## src/rtl/instruction_cache.sv

```systemverilog
// Direct-mapped read-only instruction cache: same-cycle hits, 128-bit block refill on miss.
// Define ICACHE_STATS_EN to add saturating HIT_COUNT / MISS_COUNT outputs.
module instruction_cache #(
    parameter int unsigned NUM_BLOCKS = 8,
    parameter int unsigned ADDR_BITS  = 10
) (
    input  logic                 CLK,
    input  logic                 RESET,
    input  logic [31:0]          ADDRESS,
    output logic [31:0]          INSTRUCTION,
    output logic                 BUSYWAIT,
    output logic [ADDR_BITS-5:0] MEM_ADDRESS,
    output logic                 MEM_READ,
    input  logic [127:0]         MEM_READDATA,
    input  logic                 MEM_BUSYWAIT
`ifdef ICACHE_STATS_EN
    ,
    output logic [15:0]          HIT_COUNT,
    output logic [15:0]          MISS_COUNT
`endif
);

    localparam int unsigned IDX_W = $clog2(NUM_BLOCKS);
    localparam int unsigned BLK_W = ADDR_BITS - 4;
    localparam int unsigned TAG_W = BLK_W - IDX_W;

    typedef enum logic [1:0] {S_IDLE, S_MEM_READ, S_UPDATE} state_t;

    state_t state, state_next;

    logic [TAG_W-1:0]      addr_tag;
    logic [IDX_W-1:0]      addr_idx;
    logic [1:0]            addr_off;
    logic                  unused_addr_bits;

    logic [NUM_BLOCKS-1:0] valid_q;
    logic [TAG_W-1:0]      tag_q  [NUM_BLOCKS];
    logic [127:0]          data_q [NUM_BLOCKS];
    logic [BLK_W-1:0]      miss_addr;
    logic [127:0]          fill_data;

    logic                  hit;
    logic                  start_fill;
    logic                  fill_done;
    logic                  mem_read_next;
    logic [BLK_W-1:0]      mem_addr_next;

    assign addr_tag         = ADDRESS[ADDR_BITS-1:4+IDX_W];
    assign addr_idx         = ADDRESS[4 +: IDX_W];
    assign addr_off         = ADDRESS[3:2];
    assign unused_addr_bits = ^{ADDRESS[31:ADDR_BITS], ADDRESS[1:0]};

    // Lookup path is purely combinational so a hit returns in the same cycle.
    assign hit         = valid_q[addr_idx] & (tag_q[addr_idx] == addr_tag);
    assign INSTRUCTION = data_q[addr_idx][{addr_off, 5'b00000} +: 32];
    assign BUSYWAIT    = (state != S_IDLE) | ~hit;

    assign start_fill = (state == S_IDLE) & ~hit;
    assign fill_done  = (state == S_MEM_READ) & ~MEM_BUSYWAIT;

    // Next state plus the values MEM_READ / MEM_ADDRESS take in that state.
    always_comb begin
        state_next    = state;
        mem_read_next = 1'b0;
        mem_addr_next = '0;
        case (state)
            S_IDLE: begin
                if (!hit) begin
                    state_next    = S_MEM_READ;
                    mem_read_next = 1'b1;
                    mem_addr_next = {addr_tag, addr_idx};
                end
            end
            S_MEM_READ: begin
                if (MEM_BUSYWAIT) begin
                    mem_read_next = 1'b1;
                    mem_addr_next = miss_addr;
                end else begin
                    state_next = S_UPDATE;
                end
            end
            S_UPDATE: state_next = S_IDLE;
            default:  state_next = S_IDLE;
        endcase
    end

    always_ff @(posedge CLK or negedge RESET) begin
        if (!RESET) begin
            state       <= S_IDLE;
            valid_q     <= '0;
            miss_addr   <= '0;
            MEM_READ    <= 1'b0;
            MEM_ADDRESS <= '0;
        end else begin
            state       <= state_next;
            MEM_READ    <= mem_read_next;
            MEM_ADDRESS <= mem_addr_next;
            if (start_fill) begin
                miss_addr <= {addr_tag, addr_idx};
            end
            if (state == S_UPDATE) begin
                valid_q[miss_addr[IDX_W-1:0]] <= 1'b1;
            end
        end
    end

    // Tag/data storage needs no reset; valid bits gate every use.
    always_ff @(posedge CLK) begin
        if (fill_done) begin
            fill_data <= MEM_READDATA;
        end
        if (state == S_UPDATE) begin
            data_q[miss_addr[IDX_W-1:0]] <= fill_data;
            tag_q[miss_addr[IDX_W-1:0]]  <= miss_addr[BLK_W-1:IDX_W];
        end
    end

`ifdef ICACHE_STATS_EN
    always_ff @(posedge CLK or negedge RESET) begin
        if (!RESET) begin
            HIT_COUNT  <= '0;
            MISS_COUNT <= '0;
        end else begin
            if ((state == S_IDLE) && hit && (HIT_COUNT != 16'hFFFF)) begin
                HIT_COUNT <= HIT_COUNT + 16'd1;
            end
            if (start_fill && (MISS_COUNT != 16'hFFFF)) begin
                MISS_COUNT <= MISS_COUNT + 16'd1;
            end
        end
    end
`else
    // No statistics hardware in this build.
`endif

endmodule

```

## config.mk

```make
export PLATFORM = sky130hd
export DESIGN_NAME = instruction_cache
export DESIGN_NICKNAME = d
export VERILOG_FILES = /design/src/rtl/instruction_cache.sv
export SDC_FILE = /design/constraint.sdc
export NUM_CORES = 1
export LEC_CHECK = 0
export CAP_MARGIN = 20
export CORE_MARGIN = 3
export CORE_UTILIZATION = 45
export CTS_CLUSTER_SIZE = 28
export DETAILED_ROUTE_END_ITERATION = 10
export PLACE_DENSITY = 0.74
export SLEW_MARGIN = 20
export SYNTH_ARGS = -nofsm -noshare
export SYNTH_HDL_FRONTEND = slang
export SYNTH_SLANG_ARGS = --single-unit
```

## constraint.sdc

```tcl
create_clock -name CLK -period 12.6 [get_ports CLK]
set_clock_uncertainty 0.15 [all_clocks]
set_input_delay 1.89 -clock CLK [delete_from_list [all_inputs] [get_ports CLK]]
set_output_delay 1.89 -clock CLK [all_outputs]
set_load 0.05 [all_outputs]
```

-- Yosys cells after proc, flatten, opt, wreduce, memory -nomap -nowiden
Memory sizes are Yosys's and may differ from the RTL's.
Index checks and enable logic that the tools add are counted.
- register bits after elaboration: 151
- RAM bits: 1048
- output and inout port bits: 40
- word-level logic and storage cells: 43
- memories kept: 2
- order comparisons: 3
- equality and inequality tests: 5
- shifts and indexed selects: 1
- muxes and demuxes: 15
- bitwise operators: 7
- reductions and logical operators: 4
- memories (name ; words ; width ; read ports ; clocked after memory_dff ; wr ports ; RTL line ; text):
    data_q ; 8 ; 128 ; 1 ; 0 ; 1 ; 38 ; logic [127:0] data_q [NUM_BLOCKS];
    tag_q ; 8 ; 3 ; 1 ; 0 ; 1 ; 37 ; logic [TAG_W-1:0] tag_q [NUM_BLOCKS];
- operators by type and width (operator ; count):
    indexed part select 128 x 8 -> 32 bit ; 1
    2-to-1 mux 6 bit ; 2
    one-hot mux 6 bit (2 select lines) ; 1
    < comparator 3 x 4 -> 1 bit, second input constant ; 2
    bitwise OR 8 bit ; 1
    2-to-1 mux 1 bit ; 6
    2-to-1 mux 2 bit ; 2
    != test 2 bit, second input constant ; 2
    one-hot mux 2 bit (2 select lines) ; 1
    bitwise AND 1 bit ; 3
    binary-select mux 1 bit (select 3 bit) ; 1
    demux 1 bit (select 3 bit) ; 1
    equality test 3 bit ; 1
    >= comparator 3 x 1 -> 1 bit, second input constant ; 1
    equality test 2 x 1 -> 1 bit, second input constant ; 1
    equality test 2 bit, second input constant ; 1
    logical NOT 2 bit ; 1
    NOT 1 bit ; 2
    one-hot mux 1 bit (2 select lines) ; 1
    AND reduction 2 bit ; 1
    nonzero test 2 bit ; 1
    logical AND 1 bit ; 1
    bitwise OR 1 bit ; 1

-- Logic depth before layout (Yosys ltp)
Gate-level depths: netlist of run 1.
- word-level depth: 5
- depth in mapped cells: 8
- depth with buffers taken out: 6

-- Worst setup path before layout of run 1
No wires, ideal clock.
- kind: input to register
- start point: input MEM_BUSYWAIT
- end point: register fill_data[0] (enable)
- data arrival time: 10.716 ns
- data required time: 11.678 ns
- setup slack: 0.962 ns
- stages on the path: 2
- path buffers: 1
- cell sequence: clkbuf_1 nor3_1
- word-level cells in the longest chain between the ends: 2
- ends and longest elaborated chain (item ; RTL line ; text):
    from (decl) ; 15 ; input logic MEM_BUSYWAIT
    NOT 1 bit ; 59 ; assign fill_done = (state == S_MEM_READ) & ~MEM_BUSYWAIT;
    bitwise AND 1 bit ; 59 ;
    named net fill_done ; 44 ; logic fill_done;
    to (signal assigned) ; 110 ; fill_data <= MEM_READDATA;
    to (decl) ; 40 ; logic [127:0] fill_data;
The timed path passes the listed nets, and every way through them passes these cells.
A chain may end at the register's enable or synchronous reset.

-- Worst setup path after layout of run 1
- start point: input ADDRESS[4]
- end point: output INSTRUCTION[20]
- word-level cells in the longest chain between the ends: 2
- ends and longest elaborated chain (item ; RTL line ; text):
    from (decl) ; 9 ; input logic [31:0] ADDRESS,
    memory (8 x 128 bit) ; n/a ;
    indexed part select 128 x 8 -> 32 bit ; 55 ; assign INSTRUCTION = data_q[addr_idx][{addr_off, 5'b00000} +: 32];
    to (decl) ; 10 ; output logic [31:0] INSTRUCTION,
No other way between the ends.

==> results.sh, run 1 <==
export IMPL_status="complete, no violations"
export IMPL_max_freq_mhz=127
export IMPL_place_detailed_instances=3109
export IMPL_postPlaceCellArea_mm2=0.0478
export IMPL_path_class="in2out"
export IMPL_synthesis_nets=1875
export IMPL_cpLargestDelayFamily="buffers and inverters"
export IMPL_wirelength_um=90000
export IMPL_antenna_left=0
export IMPL_min_path_type="reg2reg"
export IMPL_cp_common_cell="mux4_2"
export IMPL_holdCritStartpoint="valid_q[7]$_DFFE_PN0P_"
export IMPL_yosys_warnings=0
export IMPL_critPathMaxFanout=112
export IMPL_drt_iter0_markers=1927
export IMPL_tritoncts="done"
export IMPL_grt_pass1_vias=20200
export IMPL_synth_simple_area_share_pct=0.458
export IMPL_leakagePower_nw=15.9
export IMPL_slowest_delay_ns=0.85
export IMPL_peakVddDrop_uv=177
export IMPL_syn_area_mm2=0.0445
export IMPL_synth_largest_area_cell="edfxtp_1"
export IMPL_synth_edf_count=1176
export IMPL_cts_hold_fix_buffers=0
export IMPL_die_x_um=320
export IMPL_ys_types=27
export IMPL_layout_drive_gt1_share_pct=27.7
export IMPL_finalHoldViolations=0
export IMPL_synthAdderAreaFrac_pct=0
export IMPL_maxSlewHeadroom_pct=20.5
export IMPL_postLayoutCoreUtil_pct=52.7
export IMPL_rr_startpoint="state[0]$_DFFE_PN0P_"
export IMPL_place_hpwl_um=47100
export IMPL_slowest_stage="clkdlybuf4s50_1"
export IMPL_crit_chain="buf_8 -> buf_12 -> mux4_2 -> mux4_2 -> mux2_2 -> clkdlybuf4s50_1"
export IMPL_synthMuxAreaShare_pct=17.6
export IMPL_crit_buf_inv=3
export IMPL_setup_tns_ns=0
export IMPL_die_h_um=320
export IMPL_required_ns=10.56
export IMPL_setup_viol=0
export IMPL_synth_top_family_by_area="multiplexers"
export IMPL_layout_nets=2111
export IMPL_drc_errors=0
export IMPL_synth_cells=1712
export IMPL_fin_cells=3320
export IMPL_worstMarginPinSlew_ns=1.19
export IMPL_cts_resized=0
export IMPL_vias=19000
export IMPL_drv_cap=0
export IMPL_synthMostInstantiatedCell="edfxtp_1"
export IMPL_timing_rr_end="data_q[7][54]$_DFFE_PP_"
export IMPL_period_minus_slack_ns=7.88
export IMPL_cp_endpoint="INSTRUCTION[20]"
export IMPL_power_density_mw_per_mm2=171
export IMPL_grt_overflow=0
export IMPL_viasPerCell=5.73
export IMPL_die_area_mm2=0.103
export IMPL_fp_row_count=114
export IMPL_cts_root_buf="clkbuf_16"
export IMPL_synth_avg_cell_area_um2=26.0
export IMPL_synth_compound_area_share_pct=0.219
export IMPL_synth_area_leaders="edfxtp_1 (79%), mux4_2 (17%), dfrtp_1 (1.3%), mux2_2 (0.91%), clkbuf_1 (0.31%)"
export IMPL_min_period_over_period_pct=62.6
export IMPL_synth_xor_area_share_pct=0.0394
export IMPL_port_buffers=178
export IMPL_crit_path_start="ADDRESS[4]"
export IMPL_cts_buffer_depth=3
export IMPL_antenna_found_initial=5
export IMPL_cts_sinks=1199
export IMPL_gr_usage_all_layers_pct=17.8
export IMPL_rr_worst_depth=6
export IMPL_ys_flop_type="edfxtp_1"
export IMPL_seq_area_frac_synth_pct=80.7
export IMPL_cp_end_kind="output port"
export IMPL_clk_pin_slew_ns=0.06
export IMPL_synth_top_area_share_pct=79.4
export IMPL_routedWlPerCell_um=27.1
export IMPL_core_area_mm2=0.0974
export IMPL_rsz0062_at_grt="no"
export IMPL_grt_max_degree=165
export IMPL_worstPathArrival_ns=5.84
export IMPL_cp_depth=6
export IMPL_gp_congestion=0.746
export IMPL_first_pass_iters=7
export IMPL_final_area_mm2=0.0513
export IMPL_synth_top_cells_by_count="edfxtp_1 (1,176), mux4_2 (326), clkbuf_1 (37), mux2_2 (36), dfrtp_1 (23)"
export IMPL_grt_pass1_wl_um=134000
export IMPL_insertion_delay_ns=0.68
export IMPL_area_growth_pct=15.4
export IMPL_ioPinCount=203
export IMPL_post_cts_buffers=0
export IMPL_design_power_total_mw=8.76
export IMPL_floorplan_initialDensity_pct=45.7
export IMPL_async_flop_share_pct=1.92
export IMPL_yosys_register_bits=1199
export IMPL_cts_buffers=112
export IMPL_ff2ff_setup_slack_ns=8.60
export IMPL_cp_start_kind="input port"
export IMPL_ctsHtreeMaxLevel=3
export IMPL_slew_violations=0
-- worst min path at each step --
stage	end	slack [ns]	cells after the start
2_1_floorplan	valid_q[2]$_DFFE_PN0P_	0.28	1
3_3_place_gp	valid_q[7]$_DFFE_PN0P_	0.30	1
3_5_place_dp	valid_q[7]$_DFFE_PN0P_	0.30	1
4_1_cts	valid_q[7]$_DFFE_PN0P_	0.32	1
5_1_grt	valid_q[1]$_DFFE_PN0P_	0.34	1
6_report	valid_q[7]$_DFFE_PN0P_	0.32	1
-- routing by layer --
metal	share of wire [%]	track usage, %	vias to the layer above
met4	2.6	5.17	4
met5	0.030	0	-
met3	8.0	4.55	132
met2	50	29.4	762
met1	39	23.6	10200
li1	-	-	7915
-- worst register-to-register path: stages, from the launching register on --
cell	delay [ns]
dfrtp_1	0.38
inv_1	0.19
nand3_1	0.34
nor2_4	0.57
buf_16	0.24
buf_4	0.75
buf_4	0.95
-- report_power, final --
part           total (mW)  switching [mW]  internal (mW)
combinational       0.694           0.416          0.278
clock                3.21            1.40           1.82
sequential           4.85           0.146           4.71
-- flip-flops by register name (all words and copies together) (netlist names) --
register and flops:
valid_q 8, tag_q 24, fill_data 128, state 2, MEM_READ 1, miss_addr 6, MEM_ADDRESS 6, data_q 1024
-- cell usage in the layout, fill, tap and decap left out, types with 2 or more instances in the layout --
| cell type | n |
|---|---|
| mux2_2 | 36 |
| nor2b_1 | 2 |
| xnor2_1 | 2 |
| mux4_2 | 326 |
| nor3_2 | 3 |
| clkinv_2 | 20 |
| or2_2 | 8 |
| bufinv_16 | 7 |
| inv_6 | 3 |
| clkbuf_1 | 20 |
| clkinvlp_4 | 3 |
| buf_12 | 8 |
| clkbuf_8 | 3 |
| nor2_4 | 6 |
| nand2_1 | 3 |
| mux2i_1 | 4 |
| nor2_1 | 3 |
| buf_8 | 2 |
| nand2b_1 | 3 |
| edfxtp_1 | 1176 |
| dfrtp_1 | 23 |
| a2111oi_0 | 2 |
| buf_2 | 2 |
| mux2_1 | 3 |
| o21ai_0 | 6 |
| clkbuf_16 | 114 |
| inv_1 | 8 |
| nand3_1 | 9 |
| buf_4 | 17 |
| clkdlybuf4s50_1 | 172 |
| clkinv_1 | 31 |
| diode_2 | 4 |
| nor3_1 | 2 |
| clkinv_8 | 2 |
| a211oi_1 | 2 |
-- through the flow --
step           hold slack [ns]  setup slack (ns)
3_3_place_gp             0.296              4.67
5_1_grt                  0.340              4.43
4_1_cts                  0.317              4.63
6_report                 0.321              4.72
2_1_floorplan            0.284             0.962
3_5_place_dp             0.302              4.66
-- area by class of cell --
type / instances / area (µm²)
diodes: 4 / 10.0
fillers: 7164 / 46100
inverters: 8 / 30.0
flip-flops and latches: 1199 / 35900
repair buffers: 203 / 2090
multi-input cells: 424 / 8200
clock buffers: 137 / 2970
well taps: 1276 / 1600
clock inverters: 69 / 558
-- cell families after synthesis --
| kind of cell | after synthesis |
|---|---|
| AO/OA/AOI/OAI | 13 |
| buffers and inverters | 89 |
| AND/OR/NAND/NOR | 40 |
| multiplexers | 369 |
| flip-flops | 1199 |
| XOR/XNOR | 2 |
Power figures use the tool's default switching activity.
==> run 2: changes to the inputs <==
==> constraint.sdc (replaced) <==
create_clock -name CLK -period 7.27 [get_ports CLK]
set_clock_uncertainty 0.15 [all_clocks]
set_input_delay 1.0905 -clock CLK [delete_from_list [all_inputs] [get_ports CLK]]
set_output_delay 1.0905 -clock CLK [all_outputs]
set_load 0.05 [all_outputs]
==> run 2 against run 1 <==
Net effect:
- sequential share of layout area about the same
- power grew 72%
- worst hold slack got worse by 0.067 ns
- first-iteration DRC count shrank 8.5%
- via count decreased by 0.15%
- sequential cell count is the same
- die area did not move
- wire length is 0.63% higher
- clock power up 69%
- critical path type unchanged
==> results.sh, run 2 (synthesis results as in run 1) <==
export IMPL_drc_errors=0
export IMPL_maxSlewHeadroom_pct=27.4
export IMPL_final_cell_mix="edfxtp_1 (1,176), mux4_2 (326), clkdlybuf4s50_1 (172)"
export IMPL_area_growth_pct=15.4
export IMPL_crit_chain="buf_8 -> buf_4 -> mux4_2 -> mux4_2 -> mux2_2 -> clkdlybuf4s50_1"
export IMPL_first_pass_iters=5
export IMPL_period_minus_slack_ns=5.62
export IMPL_rr_startpoint="state[0]$_DFFE_PN0P_"
export IMPL_setup_slack_ns=1.65
export IMPL_clkPwrFrac_pct=36.0
export IMPL_critPathMaxFanout=56
export IMPL_power_density_mw_per_mm2=293
export IMPL_design_power_total_mw=15.0
export IMPL_worstPathArrival_ns=4.37
export IMPL_cts_sinks=1199
export IMPL_final_common_cell="edfxtp_1"
export IMPL_viasPerCell=5.72
export IMPL_power_frac_seq_pct=55.9
export IMPL_slowest_stage="clkdlybuf4s50_1"
export IMPL_largest_reg_flops=1024
export IMPL_p_switching_mw=3.42
export IMPL_slowest_delay_ns=0.83
export IMPL_fill_cells=7156
export IMPL_floorplan_initialDensity_pct=45.7
export IMPL_gp_congestion=0.774
export IMPL_setup_tns_ns=0
export IMPL_clk_pin_slew_ns=0.06
export IMPL_peakVddDrop_uv=258
export IMPL_drv_cap=0
export IMPL_rsz0062_at_grt="no"
export IMPL_grt_pass1_vias=20500
export IMPL_leakagePower_nw=15.9
export IMPL_hold_worst_slack_ns=0.254
export IMPL_intPower_mw=11.6
export IMPL_post_cts_buffers=0
export IMPL_port_buffers=178
export IMPL_cts_buffers=109
export IMPL_layout_nets=2114
export IMPL_cts_resized=0
export IMPL_vias=19000
export IMPL_required_ns=6.03
export IMPL_post_place_ws_ns=1.61
export IMPL_crit_buf_inv=3
export IMPL_path_class="in2out"
export IMPL_drt_iter0_markers=1763
export IMPL_max_freq_mhz=178
export IMPL_antenna_found_initial=6
export IMPL_die_h_um=320
export IMPL_wirelength_um=90600
export IMPL_grt_overflow=0
export IMPL_setup_viol=0
export IMPL_status="complete, no violations"
export IMPL_place_hpwl_um=47400
export IMPL_cpLargestDelayFamily="buffers and inverters"
export IMPL_cp_common_cell="mux4_2"
export IMPL_crit_path_start="ADDRESS[4]"
export IMPL_grt_pass1_wl_um=135000
export IMPL_worstMarginPinSlew_ns=1.09
export IMPL_cts_buffer_depth=3
export IMPL_tritoncts="done"
export IMPL_die_x_um=320
export IMPL_slew_violations=0
export IMPL_antenna_left=0
export IMPL_min_period_over_period_pct=77.2
export IMPL_fp_row_count=114
export IMPL_cts_root_buf="clkbuf_16"
export IMPL_ioPinCount=203
export IMPL_gr_usage_all_layers_pct=17.9
export IMPL_swShare_pct=22.7
export IMPL_pwr_share_comb_pct=8.0
export IMPL_core_area_mm2=0.0974
export IMPL_grt_max_degree=129
export IMPL_routedWlPerCell_um=27.3
export IMPL_finalHoldViolations=0
export IMPL_layout_drive_gt1_share_pct=28.1
export IMPL_min_path_type="in2async"
export IMPL_cp_end_kind="output port"
export IMPL_cts_hold_fix_buffers=0
export IMPL_insertion_delay_ns=0.69
export IMPL_cp_start_kind="input port"
export IMPL_die_area_mm2=0.103
export IMPL_ctsHtreeMaxLevel=3
==> run 2: cell count changes in the layout (fill, tap and decap cells not counted), moves of 3 or more <==
cell        delta
clkinv_1      -12
nor3_2         -3
clkinvlp_4     +4
clkinv_2       +4
buf_12         +4
buf_4          +3
nor3_4         +3
clkbuf_1       +3
clkbuf_16      -4
==> run 2: worst reg2reg max path, stage by stage (launching register included) <==
cell	delay [ns]
dfrtp_1	0.37
inv_1	0.23
nand3_1	0.38
nor3_4	0.64
buf_4	0.54
buf_4	0.72
==> run 2: area by class of cell <==
class	instances	area, µm²	area share [%]
Clock inverter	63	558	1.09
Multi-Input combinational cell	424	8220	16.0
Timing Repair Buffer	209	2160	4.22
Tap cell	1276	1600	3.11
Clock buffer	134	2850	5.56
Antenna cell	3	7.51	0.0146
Inverter	8	30.0	0.0585
Sequential cell	1199	35900	69.9
==> run 2: per-stage QoR <==
| stage | utilization, % | std cells | cell area [µm²] |
|---|---|---|---|
| after detailed placement | 49.2 | 3116 | 47900 |
| after global routing | 52.7 | 3313 | 51300 |
| after floorplan | - | 1712 | 44500 |
| final | 52.7 | 3316 | 51300 |
| after CTS | 52.7 | 3313 | 51300 |
| after global placement | 49.2 | 3116 | 47900 |
==> run 2: worst paths after layout <==
check / to / slack, ns / cells past startpoint
setup / recovery: INSTRUCTION[21] / 1.65 / 6
hold / removal: MEM_READ$_DFF_PN0_ / 0.25 / 1
setup reg to reg: data_q[2][59]$_DFFE_PP_ / 3.83 / 5
hold reg to reg: valid_q[2]$_DFFE_PN0P_ / 0.32 / 1
max in group asynchronous: valid_q[1]$_DFFE_PN0P_ / 6.34 / 1
min in group CLK: valid_q[2]$_DFFE_PN0P_ / 0.32 / 1
==> run 2: power by group through the flow <==
| stage | sequential, mW | combinational [mW] | clock (mW) |
|---|---|---|---|
| final | 8.42 | 1.21 | 5.42 |
| after global placement | 8.51 | 1.21 | 0 |
| after detailed placement | 8.56 | 1.22 | 0 |
| after global routing | 8.47 | 1.27 | 5.83 |
| after floorplan | 8.56 | 0.710 | 0 |
| after CTS | 8.42 | 1.23 | 5.55 |
==> run 2: routing by layer <==
layer	share of wire [%]	track usage (%)	vias to the layer above
li1	-	-	7910
met1	39	23.9	10200
met4	2.5	5.17	2
met2	51	29.8	717
met5	0.014	0	-
met3	7.5	4.26	124
